===== src/rtl/seven_segment_reader.sv =====
// Seven-segment pin observer: synchronizes and debounces the segment pins,
// then decodes the lit pattern back to a hex digit and counts invalid patterns.
module seven_segment_reader #(
    parameter int STABLE_CYCLES = 4,
    parameter int ACTIVE_LOW    = 1
) (
    input  logic       i_Clk,
    input  logic       i_Reset,
    input  logic       i_Segment_A,
    input  logic       i_Segment_B,
    input  logic       i_Segment_C,
    input  logic       i_Segment_D,
    input  logic       i_Segment_E,
    input  logic       i_Segment_F,
    input  logic       i_Segment_G,
    output logic [3:0] o_Binary_Num,
    output logic       o_Valid,
    output logic       o_New_Digit,
    output logic       o_Invalid_Pulse,
    output logic [7:0] o_Error_Count
);

    localparam int CW = (STABLE_CYCLES > 2) ? $clog2(STABLE_CYCLES) : 1;
    localparam logic [CW-1:0] CNT_MAX = CW'(STABLE_CYCLES - 1);
    localparam logic UNLIT = (ACTIVE_LOW != 0);

    logic [6:0] pins;
    logic [6:0] sync1;
    logic [6:0] sync2;
    logic [6:0] pattern;
    logic [6:0] candidate;
    logic [CW-1:0] count;
    logic accepted;
    logic [3:0] digit;
    logic is_hex;
    logic is_blank;
    logic same;
    logic fire;

    assign pins = {i_Segment_A, i_Segment_B, i_Segment_C, i_Segment_D,
                   i_Segment_E, i_Segment_F, i_Segment_G};

    always_ff @(posedge i_Clk) begin
        if (i_Reset) begin
            sync1 <= {7{UNLIT}};
            sync2 <= {7{UNLIT}};
        end else begin
            sync1 <= pins;
            sync2 <= sync1;
        end
    end

    // Normalised so that 1 always means the segment is lit.
    assign pattern = UNLIT ? ~sync2 : sync2;

    always_comb begin
        digit  = 4'h0;
        is_hex = 1'b1;
        case (pattern)
            7'h7E: digit = 4'h0;
            7'h30: digit = 4'h1;
            7'h6D: digit = 4'h2;
            7'h79: digit = 4'h3;
            7'h33: digit = 4'h4;
            7'h5B: digit = 4'h5;
            7'h5F: digit = 4'h6;
            7'h70: digit = 4'h7;
            7'h7F: digit = 4'h8;
            7'h7B: digit = 4'h9;
            7'h77: digit = 4'hA;
            7'h1F: digit = 4'hB;
            7'h4E: digit = 4'hC;
            7'h3D: digit = 4'hD;
            7'h4F: digit = 4'hE;
            7'h47: digit = 4'hF;
            default: is_hex = 1'b0;
        endcase
    end

    assign is_blank = (pattern == 7'h00);
    assign same     = (pattern == candidate);
    assign fire     = same && (count == CNT_MAX) && !accepted;

    always_ff @(posedge i_Clk) begin
        if (i_Reset) begin
            candidate <= 7'h00;
            count     <= CNT_MAX;
            accepted  <= 1'b1;
        end else if (!same) begin
            candidate <= pattern;
            count     <= '0;
            accepted  <= 1'b0;
        end else if (count != CNT_MAX) begin
            count <= count + 1'b1;
        end else if (!accepted) begin
            accepted <= 1'b1;
        end
    end

    always_ff @(posedge i_Clk) begin
        if (i_Reset) begin
            o_Binary_Num    <= 4'h0;
            o_Valid         <= 1'b0;
            o_New_Digit     <= 1'b0;
            o_Invalid_Pulse <= 1'b0;
            o_Error_Count   <= 8'h00;
        end else begin
            o_New_Digit     <= 1'b0;
            o_Invalid_Pulse <= 1'b0;
            if (fire) begin
                if (is_hex) begin
                    // A glitch that settles back on the shown digit is silent.
                    if (!o_Valid || digit != o_Binary_Num) begin
                        o_Binary_Num <= digit;
                        o_Valid      <= 1'b1;
                        o_New_Digit  <= 1'b1;
                    end
                end else if (is_blank) begin
                    o_Valid <= 1'b0;
                end else begin
                    o_Valid         <= 1'b0;
                    o_Invalid_Pulse <= 1'b1;
                    if (o_Error_Count != 8'hFF)
                        o_Error_Count <= o_Error_Count + 8'h01;
                end
            end
        end
    end

endmodule


===== config.mk =====
export PLATFORM = sky130hd
export DESIGN_NAME = seven_segment_reader
export DESIGN_NICKNAME = d
export VERILOG_FILES = /design/src/rtl/seven_segment_reader.sv
export SDC_FILE = /design/constraint.sdc
export NUM_CORES = 1
export LEC_CHECK = 0
export CELL_PAD_IN_SITES_DETAIL_PLACEMENT = 1
export CELL_PAD_IN_SITES_GLOBAL_PLACEMENT = 1
export CORE_MARGIN = 3
export CORE_UTILIZATION = 44
export CTS_BUF_LIST = sky130_fd_sc_hd__clkbuf_4 sky130_fd_sc_hd__clkbuf_8 sky130_fd_sc_hd__clkbuf_16
export DETAILED_ROUTE_END_ITERATION = 8
export GPL_TIMING_DRIVEN = 0
export PLACE_DENSITY_LB_ADDON = 0.12
export SYNTH_ARGS = -nofsm -noshare
export SYNTH_HDL_FRONTEND = slang
export SYNTH_SLANG_ARGS = --single-unit

===== constraint.sdc =====
create_clock -name i_Clk -period 6.2 [get_ports i_Clk]
set_input_delay 1.24 -clock i_Clk [delete_from_list [all_inputs] [get_ports i_Clk]]
set_output_delay 1.24 -clock i_Clk [all_outputs]
set_load 0.005 [all_outputs]

After elaboration in Yosys (flattened, before gate mapping)
Index checks and enable logic that the tools add are counted.
Word-level totals
  flip-flop bits (word level): 39
  output and inout port bits: 15
  input port bits: 9
Cells by class
  add/sub/neg operators: 2
  muxes and demuxes: 10
  equal/unequal tests: 24
  bitwise operators: 4
  reductions and logical operators: 12
Operator list (count)
  $eq A7 B7 Y1 const B: 12
  $pmux W4 S15: 1
  $eq A7 B6 Y1 const B: 3
  $reduce_or A16 Y1: 1
  $add A8 B1 Y8 const B: 1
  $ne A8 B8 Y1 const B: 1
  $eq A7 B5 Y1 const B: 1
  $eq A7 B7 Y1: 1
  $logic_not A7 Y1: 1
  $mux W1: 7
  $not A7 Y7: 1
  $reduce_or A3 Y1: 2
  $mux W2: 2
  $ne A2 B1 Y1 const B: 2
  $ne A2 B2 Y1 const B: 2
  $ne A4 B4 Y1: 1
  $reduce_and A4 Y1: 1
  $not A1 Y1: 3
  $reduce_and A3 Y1: 1
  $add A2 B1 Y2 const B: 1
  $eq A2 B2 Y1 const B: 1
  $logic_and A1 B1 Y1: 2
  $logic_not A1 Y1: 2
  $reduce_and A2 Y1: 1
  $logic_or A1 B1 Y1: 1

Logic depth before layout (Yosys ltp)
  depth after elaboration: 7
  depth in mapped cells: 9
  mapped depth without buffers: 6

Worst setup path before layout
No wires, ideal clock.
  path kind: reg-to-reg
  start point: register sync2[3]
  end point: register o_Error_Count[2]
  arrival time: 2.263 ns
  library setup time: 0.070 ns
  data required time: 6.130 ns
  stages on the path, launching flop included: 9
  clock period less this slack: 2.333 ns
  slack: 3.867 ns
  cell sequence: dfxtp_1 -> buf_4 -> xor2_1 -> nand3_1 -> or4_1 -> or4_4 -> buf_6 -> or3_1 -> a21oi_1
On the way
  word-level cells in the longest chain between the ends: 6
Ends and longest elaborated chain
  start: declaration: RTL line 29  | logic [6:0] sync2;
  start signal: assignment: RTL line 46  | sync2 <= {7{UNLIT}};
  start signal: assignment: RTL line 49  | sync2 <= sync1;
  $not A7 Y7 (*): RTL line 54  | assign pattern = UNLIT ? ~sync2 : sync2;
  $eq A7 B7 Y1 (tied with other cells): RTL line 59  | case (pattern)
  $reduce_or A16 Y1 (no source line)
  $mux W1: RTL line 59
  $not A1 Y1 (no source line)
  $reduce_and A4 Y1 (no source line) (*)
  end signal: assignment: RTL line 124  | o_Error_Count <= o_Error_Count + 8'h01;
  end: declaration: RTL line 20  | output logic [7:0] o_Error_Count
Every way passes the cells marked *; elsewhere a longest branch is shown, timed or not.
A chain may end at the register's enable or synchronous reset.

Worst setup path after layout
  start point: register sync2[1]
  end point: register o_Error_Count[2]
Same word-level chain as after synthesis.

==> impl_metrics.yaml <==
cells_and_area:
  area_growth_pct: 23.66
  nNetsFinal: 237
  drive_gt1_frac: 0.1674
  num_antenna_cells: 0
timing:
  worst_pin_slew_ns: 0.6928
  slew-limit-headroom: 0.5323
  fin_skew_ns: 0.005360
  fmax_mhz: 376.4
  finalCritPeriodShare: 0.4285
  finalHoldViolations: 0
  rsz0062_at_grt: "no"
  setup_viol: 0
  setup_tns_ns: 0
  fin_crit_ns: 2.657
  slew_violations: 0
power_and_ir_drop:
  total_power_w: 0.0005600
  p_per_area_nw_per_um2: 251.2
  peakVddDrop_mv: 0.1777
  cellLeakagePower_nw: 0.8488
logic_synthesis:
  synth_cells: 196
  seq_area_frac_synth: 0.4330
  synthesis.nets: 207
  synth_flop_cell: "dfxtp_1"
  ys_ff_latch: 39
  yosysWarnings: 0
  syn_area_um2: 1803
  async_flop_share: 0
  avgSynthCellArea_um2: 9.199
  synth_cell_type_count: 41
  synth_edf_count: 0
floorplanning:
  fp.dieH_um: 70.02
  core_area_um2: 3799
  ios: 24
  rows: 22
  initial_core_util: 0.4746
  die_area_um2: 4902
  die_w_um: 70.02
placement:
  place_hpwl_um: 3125
  io_buffer_count: 23
  gp_congestion: 0.8910
clocking:
  clkTransAtPathRegs_ns: 0.07
  clock_latency_ns: 0.29
  cts_root_buf: "clkbuf_8"
  cts_resized: 0
  clock_path_buffers: 2
  cts_tree: "done"
  postCtsSetupBuffers: 0
  cts_hold_buf: 0
  cts-buffers-inserted: 5
  htree_levels: 2
  cts.sinks: 39
setup_path:
  required_ns: 6.42
  cp.buffers_inverters: 2
  critPathMaxFanout: 10
  rrSetupSlack_ns: 3.54
  crit_arrival_ns: 2.88
  path_delay_family: "simple AND/OR/NAND/NOR gates"
  rr_startpoint: "sync2[1]"
  slowest_stage: "or4_4"
  startpoint_type: "flip-flop"
  crit_start: "sync2[1]"
  worstPathCellList: "clkbuf_1 -> a211oi_1 -> a22oi_1 -> nand4_1 -> or4_4 -> buf_6 -> or3_1 -> a21oi_1"
  worstSetupPathType: "reg2reg"
  crit_path_max_incr_delay_ns: 0.61
  cp-end-kind: "flip-flop"
route:
  first_pass_iters: 4
  post-route-drc-count: 0
  drtIter0Drc: 42
  dr_total_vias: 1537
  detail-route-antenna-nets: 0
  via_per_inst: 5.589
  wl_um: 4361
  routedWlPerCell_um: 15.86
global_route:
  antenna_found_initial: 0
  overflow: 0
  grt_pass1_wl_um: 7555
  grt_pass1_vias: 1634
  grt_max_degree: 13
  track_usage: 0.1960
outcome:
  run_status: "finished clean"
min_path:
  worstHoldPathType: "reg2reg"
  min_from: "sync1[6]"
flow_run:
  drv_cap: 0
## power breakdown
group,total [W],internal (W),switching [W]
logic,0.0000454,0.0000217,0.0000237
registers,0.000262,0.000258,0.00000398
clock network,0.000252,0.000165,0.0000870
## flip-flops by register name, summed over array words and instances, names as in the netlist
register and count:
o_Invalid_Pulse 1, candidate 7, o_Error_Count 8, count 2
accepted 1, o_New_Digit 1, o_Valid 1, sync2 7
sync1 7, o_Binary_Num 4
## placed cells by master (no fill, tap or decap), types with 3 or more instances in the layout
| master | synthesis | layout |
|---|---|---|
| clkbuf_8 | 0 | 5 |
| nand2_1 | 7 | 7 |
| or4_1 | 3 | 3 |
| xnor2_1 | 3 | 3 |
| clkbuf_1 | 6 | 6 |
| o21bai_1 | 3 | 3 |
| buf_2 | 5 | 5 |
| xor2_1 | 8 | 8 |
| o21ai_0 | 10 | 10 |
| mux2i_1 | 6 | 6 |
| nor3_1 | 6 | 6 |
| or3_1 | 5 | 5 |
| dfxtp_1 | 39 | 39 |
| clkdlybuf4s50_1 | 0 | 23 |
| nand4_1 | 5 | 5 |
| or2_2 | 17 | 17 |
| buf_4 | 4 | 4 |
| nor2_1 | 15 | 15 |
| nor4b_1 | 4 | 4 |
| nand3_1 | 7 | 7 |
| a21oi_1 | 7 | 7 |
| nor3b_1 | 5 | 5 |
## per-stage QoR
step	instance area, um^2	setup slack (ns)	utilization	cells	hold slack [ns]
floorplan	1803	3.867	-	196	0.3895
global placement	2093	3.453	0.5511	267	0.3964
global route	2230	3.399	0.5870	275	0.4310
CTS	2230	3.551	0.5870	275	0.4152
finish	2230	3.543	0.5870	275	0.4135
detailed placement	2093	3.376	0.5511	267	0.3975
## synth_stat cells, types with 5 or more instances
cell	number	area share
dfxtp_1	39	0.43
or2_2	17	0.059
nor2_1	15	0.031
o21ai_0	10	0.028
xor2_1	8	0.039
a21oi_1	7	0.019
nand2_1	7	0.015
nand3_1	7	0.019
clkbuf_1	6	0.012
mux2i_1	6	0.033
nor3_1	6	0.017
buf_2	5	0.014
nand4_1	5	0.017
nor3b_1	5	0.021
or3_1	5	0.017
## area by class of cell
class | instances | area [um^2]
clock inverter | 2 | 60.06
buffer | 16 | 88.84
inverter | 1 | 3.754
clock buffer | 6 | 76.32
fill | 442 | 1569
timing repair buffer | 23 | 230.2
sequential | 39 | 780.7
tap | 48 | 60.06
multi-input combinational | 140 | 929.6
## routing by layer
| layer | vias up | part of all wire | global-route usage |
|---|---|---|---|
| li1 | 755 | - | - |
| met1 | 741 | 0.42 | 0.2056 |
| met2 | 31 | 0.51 | 0.3547 |
| met3 | 10 | 0.038 | 0.05755 |
| met4 | 0 | 0.028 | 0.09362 |
| met5 | - | 0 | 0 |
## path summary, 6_finish.rpt
kind | end | depth (start not counted)
worst min-delay path | sync2[6] | 1
worst max-delay path | o_Error_Count[2] | 8
worst max register to register | o_Error_Count[2] | 8
worst min register to register | sync2[6] | 1
## logic make-up (layout without fill, tap and decap cells)
| logic type | after synthesis | count (layout) | share of synthesized area |
|---|---|---|---|
| and+or+nand+nor | 88 | 88 | 0.2894 |
| DFF | 39 | 39 | 0.4330 |
| AOI/OAI and AO/OA | 31 | 31 | 0.1076 |
| buffers and inverters | 17 | 48 | 0.05135 |
| xor gates and xnor gates | 13 | 13 | 0.07148 |
| muxes | 6 | 6 | 0.03331 |
| adders and majority gates | 2 | 2 | 0.01388 |
Note: power is estimated with default switching activity, not from simulation.
